### src/rtl/cnn_mac_pipe.sv
// cnn_mac_pipe: pipelined signed MAC; sums every KLEN feature*weight products,
//   scales by >>> SHIFT and presents the result on a valid/ready output.
// Latency: last pair accepted -> out_valid is MUL_STAGES+1 cycles (operand reg + MUL_STAGES product regs).
// Backpressure: out_valid & ~out_ready freezes the whole pipe and drops in_ready combinationally.
// Build option: define CNN_MAC_SAT_EN to clamp dout to the signed OUT_WIDTH range and flag it on sat;
//   without it dout is the low OUT_WIDTH bits of the shifted sum and sat stays 0.
// ACC_WIDTH must be >= A_WIDTH+B_WIDTH+clog2(KLEN) and > OUT_WIDTH; KLEN and MUL_STAGES must be >= 1.

module cnn_mac_pipe #(
  parameter int A_WIDTH    = 14,
  parameter int B_WIDTH    = 9,
  parameter int ACC_WIDTH  = 32,
  parameter int OUT_WIDTH  = 16,
  parameter int KLEN       = 9,
  parameter int MUL_STAGES = 2,
  parameter int SHIFT      = 8
) (
  input  logic                        ap_clk,
  input  logic                        ap_rst_n,
  input  logic                        in_valid,
  output logic                        in_ready,
  input  logic signed [A_WIDTH-1:0]   din0,
  input  logic signed [B_WIDTH-1:0]   din1,
  output logic                        out_valid,
  input  logic                        out_ready,
  output logic        [OUT_WIDTH-1:0] dout,
  output logic                        sat
);

  localparam int P_WIDTH = A_WIDTH + B_WIDTH;
  localparam int CNT_W   = (KLEN > 1) ? $clog2(KLEN) : 1;
  localparam logic [CNT_W-1:0] CNT_LAST = CNT_W'(KLEN - 1);

  // Flow control
  logic w_stall;
  logic w_accept;

  // Operand register (feeds the multiplier)
  logic                      r_in_vld;
  logic signed [A_WIDTH-1:0] r_a;
  logic signed [B_WIDTH-1:0] r_b;
  logic signed [P_WIDTH-1:0] w_mul;

  // Product pipe
  logic [MUL_STAGES-1:0]     r_pvld;
  logic signed [P_WIDTH-1:0] r_prod [MUL_STAGES];

  // Accumulator and tap counter
  logic                        w_take;
  logic                        w_last;
  logic signed [ACC_WIDTH-1:0] w_prod_ext;
  logic signed [ACC_WIDTH-1:0] w_sum;
  logic signed [ACC_WIDTH-1:0] w_shift;
  logic signed [ACC_WIDTH-1:0] r_acc;
  logic        [CNT_W-1:0]     r_cnt;

  // Output stage
  logic [OUT_WIDTH-1:0] w_dout_nxt;
  logic                 w_sat_nxt;
  logic [OUT_WIDTH-1:0] r_dout;
  logic                 r_out_vld;
  logic                 r_sat;

  // A held result freezes everything upstream, so no pair can be taken either.
  assign w_stall  = r_out_vld & ~out_ready;
  assign in_ready = ~w_stall;
  assign w_accept = in_valid & ~w_stall;

  // Full-precision signed product; both operands sign-extended to the product width.
  assign w_mul = P_WIDTH'(r_a) * P_WIDTH'(r_b);

  // Capture the accepted pair; a cycle without an accept inserts a bubble.
  always_ff @(posedge ap_clk or negedge ap_rst_n) begin
    if (!ap_rst_n) begin
      r_in_vld <= 1'b0;
      r_a      <= '0;
      r_b      <= '0;
    end else if (!w_stall) begin
      r_in_vld <= w_accept;
      if (w_accept) begin
        r_a <= din0;
        r_b <= din1;
      end
    end
  end

  // Product shift register; valid bits travel with the data so bubbles never accumulate.
  always_ff @(posedge ap_clk or negedge ap_rst_n) begin
    if (!ap_rst_n) begin
      r_pvld <= '0;
      for (int s = 0; s < MUL_STAGES; s++) begin
        r_prod[s] <= '0;
      end
    end else if (!w_stall) begin
      r_pvld[0] <= r_in_vld;
      r_prod[0] <= w_mul;
      for (int s = 1; s < MUL_STAGES; s++) begin
        r_pvld[s] <= r_pvld[s-1];
        r_prod[s] <= r_prod[s-1];
      end
    end
  end

  // Tap 0 restarts the sum from the product itself, so back-to-back groups need no clear cycle.
  assign w_take     = r_pvld[MUL_STAGES-1] & ~w_stall;
  assign w_last     = (r_cnt == CNT_LAST);
  assign w_prod_ext = ACC_WIDTH'(r_prod[MUL_STAGES-1]);
  assign w_sum      = (r_cnt == '0) ? w_prod_ext : (r_acc + w_prod_ext);
  assign w_shift    = w_sum >>> SHIFT;

`ifdef CNN_MAC_SAT_EN
  // The shifted sum fits OUT_WIDTH only if all bits from OUT_WIDTH-1 upward agree.
  logic [ACC_WIDTH-OUT_WIDTH:0] w_hi;
  logic                         w_ovf;

  assign w_hi  = w_shift[ACC_WIDTH-1:OUT_WIDTH-1];
  assign w_ovf = ~((&w_hi) | ~(|w_hi));

  // Clamp toward the sign of the true sum.
  always_comb begin
    w_dout_nxt = w_shift[OUT_WIDTH-1:0];
    w_sat_nxt  = 1'b0;
    if (w_ovf) begin
      w_sat_nxt  = 1'b1;
      w_dout_nxt = w_hi[ACC_WIDTH-OUT_WIDTH] ? {1'b1, {(OUT_WIDTH-1){1'b0}}}
                                             : {1'b0, {(OUT_WIDTH-1){1'b1}}};
    end
  end
`else
  // Wrap: keep the low bits; the rest of the shifted sum is intentionally dropped.
  logic w_unused_hi;

  assign w_unused_hi = ^w_shift[ACC_WIDTH-1:OUT_WIDTH];
  assign w_dout_nxt  = w_shift[OUT_WIDTH-1:0];
  assign w_sat_nxt   = 1'b0;
`endif

  // Accumulate each valid product leaving the pipe and advance the tap counter.
  always_ff @(posedge ap_clk or negedge ap_rst_n) begin
    if (!ap_rst_n) begin
      r_acc <= '0;
      r_cnt <= '0;
    end else if (w_take) begin
      r_acc <= w_sum;
      r_cnt <= w_last ? '0 : (r_cnt + CNT_W'(1));
    end
  end

  // Register the scaled result on the last tap; dout/sat only change when a new result lands.
  always_ff @(posedge ap_clk or negedge ap_rst_n) begin
    if (!ap_rst_n) begin
      r_out_vld <= 1'b0;
      r_dout    <= '0;
      r_sat     <= 1'b0;
    end else begin
      r_out_vld <= (w_take & w_last) | (r_out_vld & ~out_ready);
      if (w_take && w_last) begin
        r_dout <= w_dout_nxt;
        r_sat  <= w_sat_nxt;
      end
    end
  end

  assign out_valid = r_out_vld;
  assign dout      = r_dout;
  assign sat       = r_sat;

endmodule

### config.mk
export PLATFORM = sky130hd
export DESIGN_NAME = cnn_mac_pipe
export DESIGN_NICKNAME = d
export VERILOG_FILES = /design/src/rtl/cnn_mac_pipe.sv
export SDC_FILE = /design/constraint.sdc
export NUM_CORES = 1
export LEC_CHECK = 0
export BUFFER_PORTS_ARGS = -buffer_cell sky130_fd_sc_hd__buf_4
export CAP_MARGIN = 20
export CORE_AREA = 2 2 166 119
export DETAILED_ROUTE_END_ITERATION = 7
export DIE_AREA = 0 0 168 121
export PLACE_DENSITY = 0.81
export SLEW_MARGIN = 20
export SYNTH_ARGS = -nofsm -noshare
export SYNTH_HDL_FRONTEND = slang
export SYNTH_SLANG_ARGS = --single-unit
### constraint.sdc
create_clock -name ap_clk -period 8.6 [get_ports ap_clk]
set_input_delay 0.43 -clock ap_clk [delete_from_list [all_inputs] [get_ports ap_clk]]
set_output_delay 0.43 -clock ap_clk [all_outputs]
set_load 0.05 [all_outputs]
-- Yosys cells after proc, flatten, opt, wreduce, memory -nomap -nowiden
Index checks and enable logic that the tools add are counted.
- memories: 0
- register bits after elaboration: 125
- RAM bits: 0
- bits in read-only memories: 0
- word-level logic and storage cells: 26
- latch bits: 0
- equal/unequal tests: 1
- $lt $le $gt $ge: 0
- bitwise logic cells: 7
- reductions and logical operators: 3
- shifts and indexed selects: 0
- add/subtract/negate cells: 2
- muxes and demuxes: 2
- divide/modulo/power cells: 0
- multipliers: 1
- operator list (cell ; number):
    $add 32x23->32 ; 1
    $mux 32 ; 1
    $mul 14x9->23 ; 1
    $add 4x1->4 const B ; 1
    $and 1x1->1 ; 4
    $eq 4x4->1 const B ; 1
    $logic_not 4->1 ; 1
    $mux 4 ; 1
    $not 1->1 ; 2
    $reduce_and 2->1 ; 1
    $logic_and 1x1->1 ; 1
    $or 1x1->1 ; 1

-- Depth between registers and ports, before layout
Gate-level depths: netlist of run 1.
- word-level depth: 6
- gate-level depth with buffers: 19
- depth with buffers taken out: 18

-- Worst setup path after synthesis of run 1
OpenSTA, ideal clock, no wires.
- path kind: reg2reg
- start: register r_b[2]
- end: register r_prod[42] (netlist name)
- period minus slack after synthesis: 5.021 ns
- cell stages (with the launch flop): 20
- required time: 8.466 ns
- setup time: 0.134 ns
- arrival time: 4.887 ns
- slack: 3.579 ns
- cells stage by stage: dfrtp_1 -> clkbuf_1 -> nand2_1 -> fa_1 -> inv_1 -> fa_1 -> ha_1 -> inv_1 -> fa_1 -> inv_1 -> ha_1 -> ha_1 -> fa_1 -> a21o_1 -> a21o_1 -> a2111oi_0 -> nor3_1 -> o21ai_1 -> xor2_1 -> o21ai_0
- longest elaborated chain between the ends: 1
- ends and longest elaborated chain (item ; RTL line ; text):
    from (decl) ; 41 ; logic signed [B_WIDTH-1:0] r_b;
    from (signal assigned) ; 82 ; r_b <= din1;
    $mul 14x9->23 ; 70 ; assign w_mul = P_WIDTH'(r_a) * P_WIDTH'(r_b);
    to (signal, indexed assignment) ; 99 ; r_prod[s] <= r_prod[s-1];
    to (decl) ; 46 ; logic signed [P_WIDTH-1:0] r_prod [MUL_STAGES];
No other way between the ends.
A chain may end at the register's enable or synchronous reset.

-- Worst setup path in the final report of run 1
Ends and elaborated chain as after synthesis.

==> results of run 1 <==
==> per-stage QoR <==
stage	util, %	setup WS [ps]	std cells	cell area, um2	hold slack [ps]
after global routing	60.5	2820	1376	11300	200
after CTS	60.4	3130	1374	11300	174
after floorplan	-	3580	1105	10200	134
after detailed placement	57.1	3160	1342	10700	460
after global placement	57.1	3340	1342	10700	452
final	60.5	3130	1376	11300	106
==> cell usage after synthesis (all sizes together), types with 3 or more instances <==
cell / instances
nand2: 237
dfrtp: 117
fa: 106
inv: 99
ha: 73
o21ai: 61
and2: 49
nor2: 48
clkbuf: 45
a21oi: 39
mux2: 24
xnor2: 21
a21o: 18
xor2: 18
nand3: 15
nand2b: 10
a211oi: 9
buf: 9
o31ai: 9
a31oi: 8
mux2i: 8
nor3: 8
nor2b: 7
a22oi: 6
o21bai: 6
a221o: 5
o21a: 5
or3: 5
nor4: 4
o211ai: 4
and3: 3
==> metal layers <==
metal  share of wire, %  routed length [um]  vias to the layer above  track usage (%)
met1                 45                9880                     3814             33.6
met3                6.4                1420                       25             4.83
met2                 48               10600                      252             37.0
li1                   -                   -                     3636                -
met5                  0                   0                        -                0
met4                1.2                 259                        0             5.76
==> layout by cell type (no fill, tap or decap), types with 18 or more instances in the layout <==
| cell | synthesis | final |
|---|---|---|
| o21ai_0 | 57 | 57 |
| a21o_1 | 18 | 18 |
| dfrtp_1 | 117 | 117 |
| nand2_1 | 237 | 237 |
| inv_1 | 99 | 99 |
| fa_1 | 106 | 106 |
| a21oi_1 | 38 | 38 |
| xnor2_1 | 21 | 21 |
| and2_1 | 49 | 49 |
| xor2_1 | 18 | 18 |
| buf_4 | 3 | 49 |
| ha_1 | 73 | 73 |
| mux2_2 | 23 | 23 |
| nor2_1 | 48 | 48 |
==> cells by family (layout without fill, tap and decap cells) <==
family	Yosys count	in the layout	synth area share (%)
muxes	32	32	3.47
xor gates and xnor gates	39	39	3.35
adders and majority gates	179	179	29.7
buffers and inverters	155	184	5.92
DFF	117	117	28.7
AOI/OAI and AO/OA	185	185	11.5
other	1	1	0.0367
and+or+nand+nor	397	397	17.3
==> critical path, cell delays in order (launching register included) <==
cell	delay (ps)
dfrtp_1	680
nand2_1	160
fa_1	570
inv_1	60
fa_1	450
ha_1	280
inv_1	50
fa_1	520
inv_1	40
ha_1	280
ha_1	230
fa_1	410
a21o_1	200
a21o_1	210
a2111oi_0	430
nor3_1	200
o21ai_1	280
xor2_1	170
o21ai_0	90
==> flip-flops by register name, summed over array words and instances (netlist names) <==
register and count:
r_prod 46, r_acc 24, dout 16, r_a 14, r_b 9, r_cnt 4, r_pvld 2, out_valid 1
r_in_vld 1
==> worst paths after layout <==
path / from / depth (start not counted) / slack [ps] / endpoint
hold reg to reg: r_prod[45]$_DFFE_PN0N_ / 2 / 470 / r_prod[22]$_DFFE_PN0N_
hold / removal: ap_rst_n / 1 / 110 / r_acc[4]$_DFFE_PN0P_
max in group asynchronous: ap_rst_n / 2 / 7270 / r_a[2]$_DFFE_PN0P_
min in group ap_clk: din0[7] / 2 / 240 / r_a[7]$_DFFE_PN0P_
setup reg to reg: r_b[2]$_DFFE_PN0P_ / 18 / 3130 / r_prod[42]$_DFFE_PN0N_
setup / recovery: r_b[2]$_DFFE_PN0P_ / 18 / 3130 / r_prod[42]$_DFFE_PN0N_
==> layout make-up <==
type | instances | area, um2 | share of cell area [%]
multi-input combinational | 833 | 6680 | 59.2
sequential | 117 | 2930 | 25.9
clock buffer | 19 | 453 | 4.01
timing repair buffer | 51 | 398 | 3.52
inverter | 101 | 379 | 3.36
tap | 242 | 303 | 2.68
clock inverter | 13 | 149 | 1.32
==> impl_metrics.toml, run 1 <==
[clock_network]
cts_root_buf = "clkbuf_16"
hold_buffers = 0
tritoncts = "done"
cts.htree.levels = 4
postCtsResizedCells = 0
insertion_delay_ps = 420
cts_buffers = 17
path_clk_slew_ps = 60
clock_sinks = 117
postCtsSetupBuffers = 0
clockBufferDepth = 2

[logic_synthesis]
synth_area_um2 = 10200
seq_area_frac_synth_pct = 28.7
yosys_warnings = 0
syn_inst = 1105
synth_edf_count = 0
synth.lib_cells_used.distinct = 61
synth_top_flop_cell = "dfrtp_1"
postSynthAreaPerCell_um2 = 9.24
ys_ff_latch = 117
async_flop_share_pct = 100
synth_top_area_cell = "dfrtp_1"
netlist.area_leader.share_pct = 28.7
synth_nets = 1311
synth_area_leaders = "dfrtp_1 (29%), fa_1 (21%), ha_1 (8.9%)"

[hold_path]
hp-class = "in2async"

[floorplanning]
io_pins = 46
fp.dieW_um = 168
coreArea_um2 = 18700
die-area_um2 = 20300
start_util_pct = 54.7
row_count = 42
die_h_um = 121

[sta]
hold_violations = 0
final.period_utilization_pct = 63.5
skew_ps = 7.95
finalSetupViolCount = 0
tightest_slew_ps = 924
rsz0062_at_grt = "false"
finalSetupTns_ps = 0
maxSlewViolCount = 0
fmax_ghz = 0.183
timing.slew.headroom_pct = 38.4
final.min_clock_period_ps = 5470

[place]
place_congestion = 0.914
port_buffers = 44
dp_hpwl_um = 16000

[worst_setup_path]
startpoint_type = "flop"
crit_path_end_kind = "flop"
worstPathMaxFanout = 15
critPathRequiredTime_ps = 8880
crit_type = "reg2reg"
cp.arrival_ps = 5750

[drt]
viasPerCell = 5.62
wl_per_cell_um = 16.1
ant_nets = 0
drt_wl_total_um = 22200
first_pass_iters = 5
num_vias = 7727
drt_iter0_drc = 566
drcViolationCount = 0

[cells_and_area]
num-fill-cells = 1513
n_antenna_cell = 0
drive_gt1_share_pct = 10.2
syn2layout_area_growth_pct = 10.6
fin_nets = 1327

[flow_run]
maxCapViolations = 0

[global_route]
grt_pass1_wl_um = 38000
grt_max_degree = 72
antenna_found_initial = 0
grt_overflow_total = 0
first_global_vias = 7685
grt.total_usage_pct = 23.5

[status]
status = "finished, final reports clean"
Power of run 1 is left out: the tool's default activity adds up to more than one toggle a clock period on the data nets, which glitch-free logic cannot reach.
==> run 2: changes to the inputs <==
--- a/config.mk
+++ b/config.mk
@@ -5,11 +5,12 @@
 export SDC_FILE = /design/constraint.sdc
 export NUM_CORES = 1
 export LEC_CHECK = 0
+export ABC_AREA = 1
 export BUFFER_PORTS_ARGS = -buffer_cell sky130_fd_sc_hd__buf_4
 export CAP_MARGIN = 20
-export CORE_AREA = 2 2 166 119
+export CORE_AREA = 2 2 172 123
 export DETAILED_ROUTE_END_ITERATION = 7
-export DIE_AREA = 0 0 168 121
+export DIE_AREA = 0 0 174 125
 export PLACE_DENSITY = 0.81
 export SLEW_MARGIN = 20
 export SYNTH_ARGS = -nofsm -noshare
==> constraint.sdc (replaced) <==
create_clock -name ap_clk -period 5.7 [get_ports ap_clk]
set_input_delay 0.285 -clock ap_clk [delete_from_list [all_inputs] [get_ports ap_clk]]
set_output_delay 0.285 -clock ap_clk [all_outputs]
set_load 0.05 [all_outputs]
==> impl_metrics.toml, run 2 <==
[status]
status = "finished, final reports clean"

[sta]
final.min_clock_period_ps = 5140
final.period_utilization_pct = 90.2
finalSetupViolCount = 0
fmax_ghz = 0.195
finalSetupTns_ps = 0
skew_ps = 17.9
tightest_slew_ps = 863
timing.slew.headroom_pct = 42.4
maxSlewViolCount = 0
hold_violations = 0
rsz0062_at_grt = "false"

[logic_synthesis]
async_flop_share_pct = 100
seq_area_frac_synth_pct = 26.9
netlist.area_leader.share_pct = 26.9
yosysMostFrequentCell = "nand2_1"
synth_area_leaders = "dfrtp_1 (27%), fa_1 (19%), nand2_1 (16%)"
ys_ff_latch = 117
syn_inst = 1402
synth_top_flop_cell = "dfrtp_1"
synth.lib_cells_used.distinct = 42
synthTopCellsByCount = "nand2_1 (472), inv_1 (242), dfrtp_1 (117), fa_1 (106), ha_1 (73)"
synth_top_area_cell = "dfrtp_1"
synth_nets = 1608
synth_edf_count = 0
synth_area_um2 = 10900
yosys_warnings = 0
postSynthAreaPerCell_um2 = 7.78

[place]
place_congestion = 0.964
dp_hpwl_um = 20400
port_buffers = 44
dpl-instance-area_um2 = 11400

[cells_and_area]
num-fill-cells = 1825
final_cell_mix = "nand2_1 (472), inv_1 (242), dfrtp_1 (117), fa_1 (106), ha_1 (73)"
syn2layout_area_growth_pct = 9.88
stdcell_area_um2 = 12000
layout_commonest_cell = "nand2_1"
largest_register = "r_prod"
n_antenna_cell = 0
fin_nets = 1628
largest_reg_flops = 46
drive_gt1_share_pct = 9.97

[floorplanning]
die_h_um = 125
row_count = 44
fp.dieW_um = 174
die-area_um2 = 21800
start_util_pct = 53.8
io_pins = 46
coreArea_um2 = 20300

[drt]
drt_wl_total_um = 27300
first_pass_iters = 5
drcViolationCount = 0
wl_per_cell_um = 16.0
viasPerCell = 5.35
drt_iter0_drc = 954
num_vias = 9151
ant_nets = 0

[clock_network]
cts_root_buf = "clkbuf_16"
postCtsSetupBuffers = 0
insertion_delay_ps = 440
postCtsResizedCells = 0
cts_buffers = 17
path_clk_slew_ps = 80
cts.htree.levels = 4
clockBufferDepth = 2
tritoncts = "done"
clock_sinks = 117

[global_route]
grt_max_degree = 64
grt.total_usage_pct = 26.8
grt_overflow_total = 0
antenna_found_initial = 0
grt_pass1_wl_um = 46200
first_global_vias = 9119

[flow_run]
maxCapViolations = 0

[hold_path]
hp-class = "in2reg"

[worst_setup_path]
critPathRequiredTime_ps = 6010
crit_type = "reg2reg"
startpoint_type = "flop"
worstPathMaxFanout = 15
cp.arrival_ps = 5450
crit_path_end_kind = "flop"
-- run 2: changes by cell type after synthesis, moves of 8 or more --
cell      delta
xnor2_1      -9
and2_1      -47
inv_1      +143
mux2i_1      -8
nand2_1    +235
o31ai_1      -8
a211oi_1     -8
nand2_2      +9
nand2b_1    -10
nand4_1     +10
a21o_1      -17
nand3_1     +54
clkbuf_1     -8
-- run 2: logic make-up (layout without fill, tap and decap cells) --
logic type / count (synthesis) / in the layout / share of synthesized area, %
flops: 117 / 117 / 26.9
buf+inv: 295 / 328 / 10.5
simple gates: 654 / 654 / 25.2
mux: 22 / 22 / 2.27
xor+xnor: 23 / 23 / 1.85
fa+ha+maj: 179 / 179 / 27.8
compound gates: 111 / 111 / 5.52
other cells: 1 / 1 / 0.0344
-- run 2: final cells by class --
| class | count | area, um2 | area share, % |
|---|---|---|---|
| tap | 276 | 345 | 2.88 |
| timing repair buffer | 48 | 363 | 3.03 |
| multi-input combinational | 990 | 6840 | 57.1 |
| sequential | 117 | 2930 | 24.4 |
| inverter | 248 | 931 | 7.77 |
| clock inverter | 15 | 153 | 1.27 |
| clock buffer | 17 | 425 | 3.55 |
-- run 2: layer usage --
layer  part of all wire (%)  track usage [%]  wire [um]
met5                      0                0          0
met3                    9.8             5.99       2670
met2                     42             39.5      11500
met1                     46             40.1      12700
met4                    1.6             7.02        438
-- run 2: worst max-delay path: stages, from the launching register on --
cell,delay (ps)
dfrtp_1,380
inv_1,250
or2_2,380
fa_1,510
fa_1,540
inv_1,60
fa_1,520
fa_1,580
fa_1,420
ha_1,370
nand2_1,120
o21ai_1,270
nor2_1,120
o21bai_2,170
nand2_1,90
nand2_1,70
nand2_1,50
nand3_1,60
nand2_1,70
-- run 2: what timing repair did --
item                                   4_1_cts  5_1_grt
setup endpoints to repair                    0        0
hold buffers                                 1        0
endpoints found under the hold margin       62        0
-- run 2: path summary, 6_finish.rpt --
path | slack, ps | depth (start not counted) | from | endpoint
setup / recovery | 560 | 18 | r_b[8]$_DFFE_PN0P_ | r_prod[43]$_DFFE_PN0N_
hold reg to reg | 470 | 2 | r_prod[27]$_DFFE_PN0N_ | r_prod[4]$_DFFE_PN0N_
min in group asynchronous | 450 | 2 | ap_rst_n | r_b[6]$_DFFE_PN0P_
setup reg to reg | 560 | 18 | r_b[8]$_DFFE_PN0P_ | r_prod[43]$_DFFE_PN0N_
hold / removal | 70 | 2 | din0[10] | r_a[10]$_DFFE_PN0P_
max in group asynchronous | 4000 | 3 | ap_rst_n | r_cnt[1]$_DFFE_PN0P_
-- run 2: metrics by stage --
step / setup WS [ps] / utilization, % / hold WS, ps / instances
finish: 560 / 59.1 / 73.0 / 1711
floorplan: 1020 / - / -10.6 / 1402
global route: 227 / 59.1 / 71.8 / 1711
detailed placement: 616 / 56.2 / 414 / 1678
global placement: 767 / 56.2 / 400 / 1678
CTS: 570 / 59.1 / 67.4 / 1711
Power of run 2 is left out for the same reason.
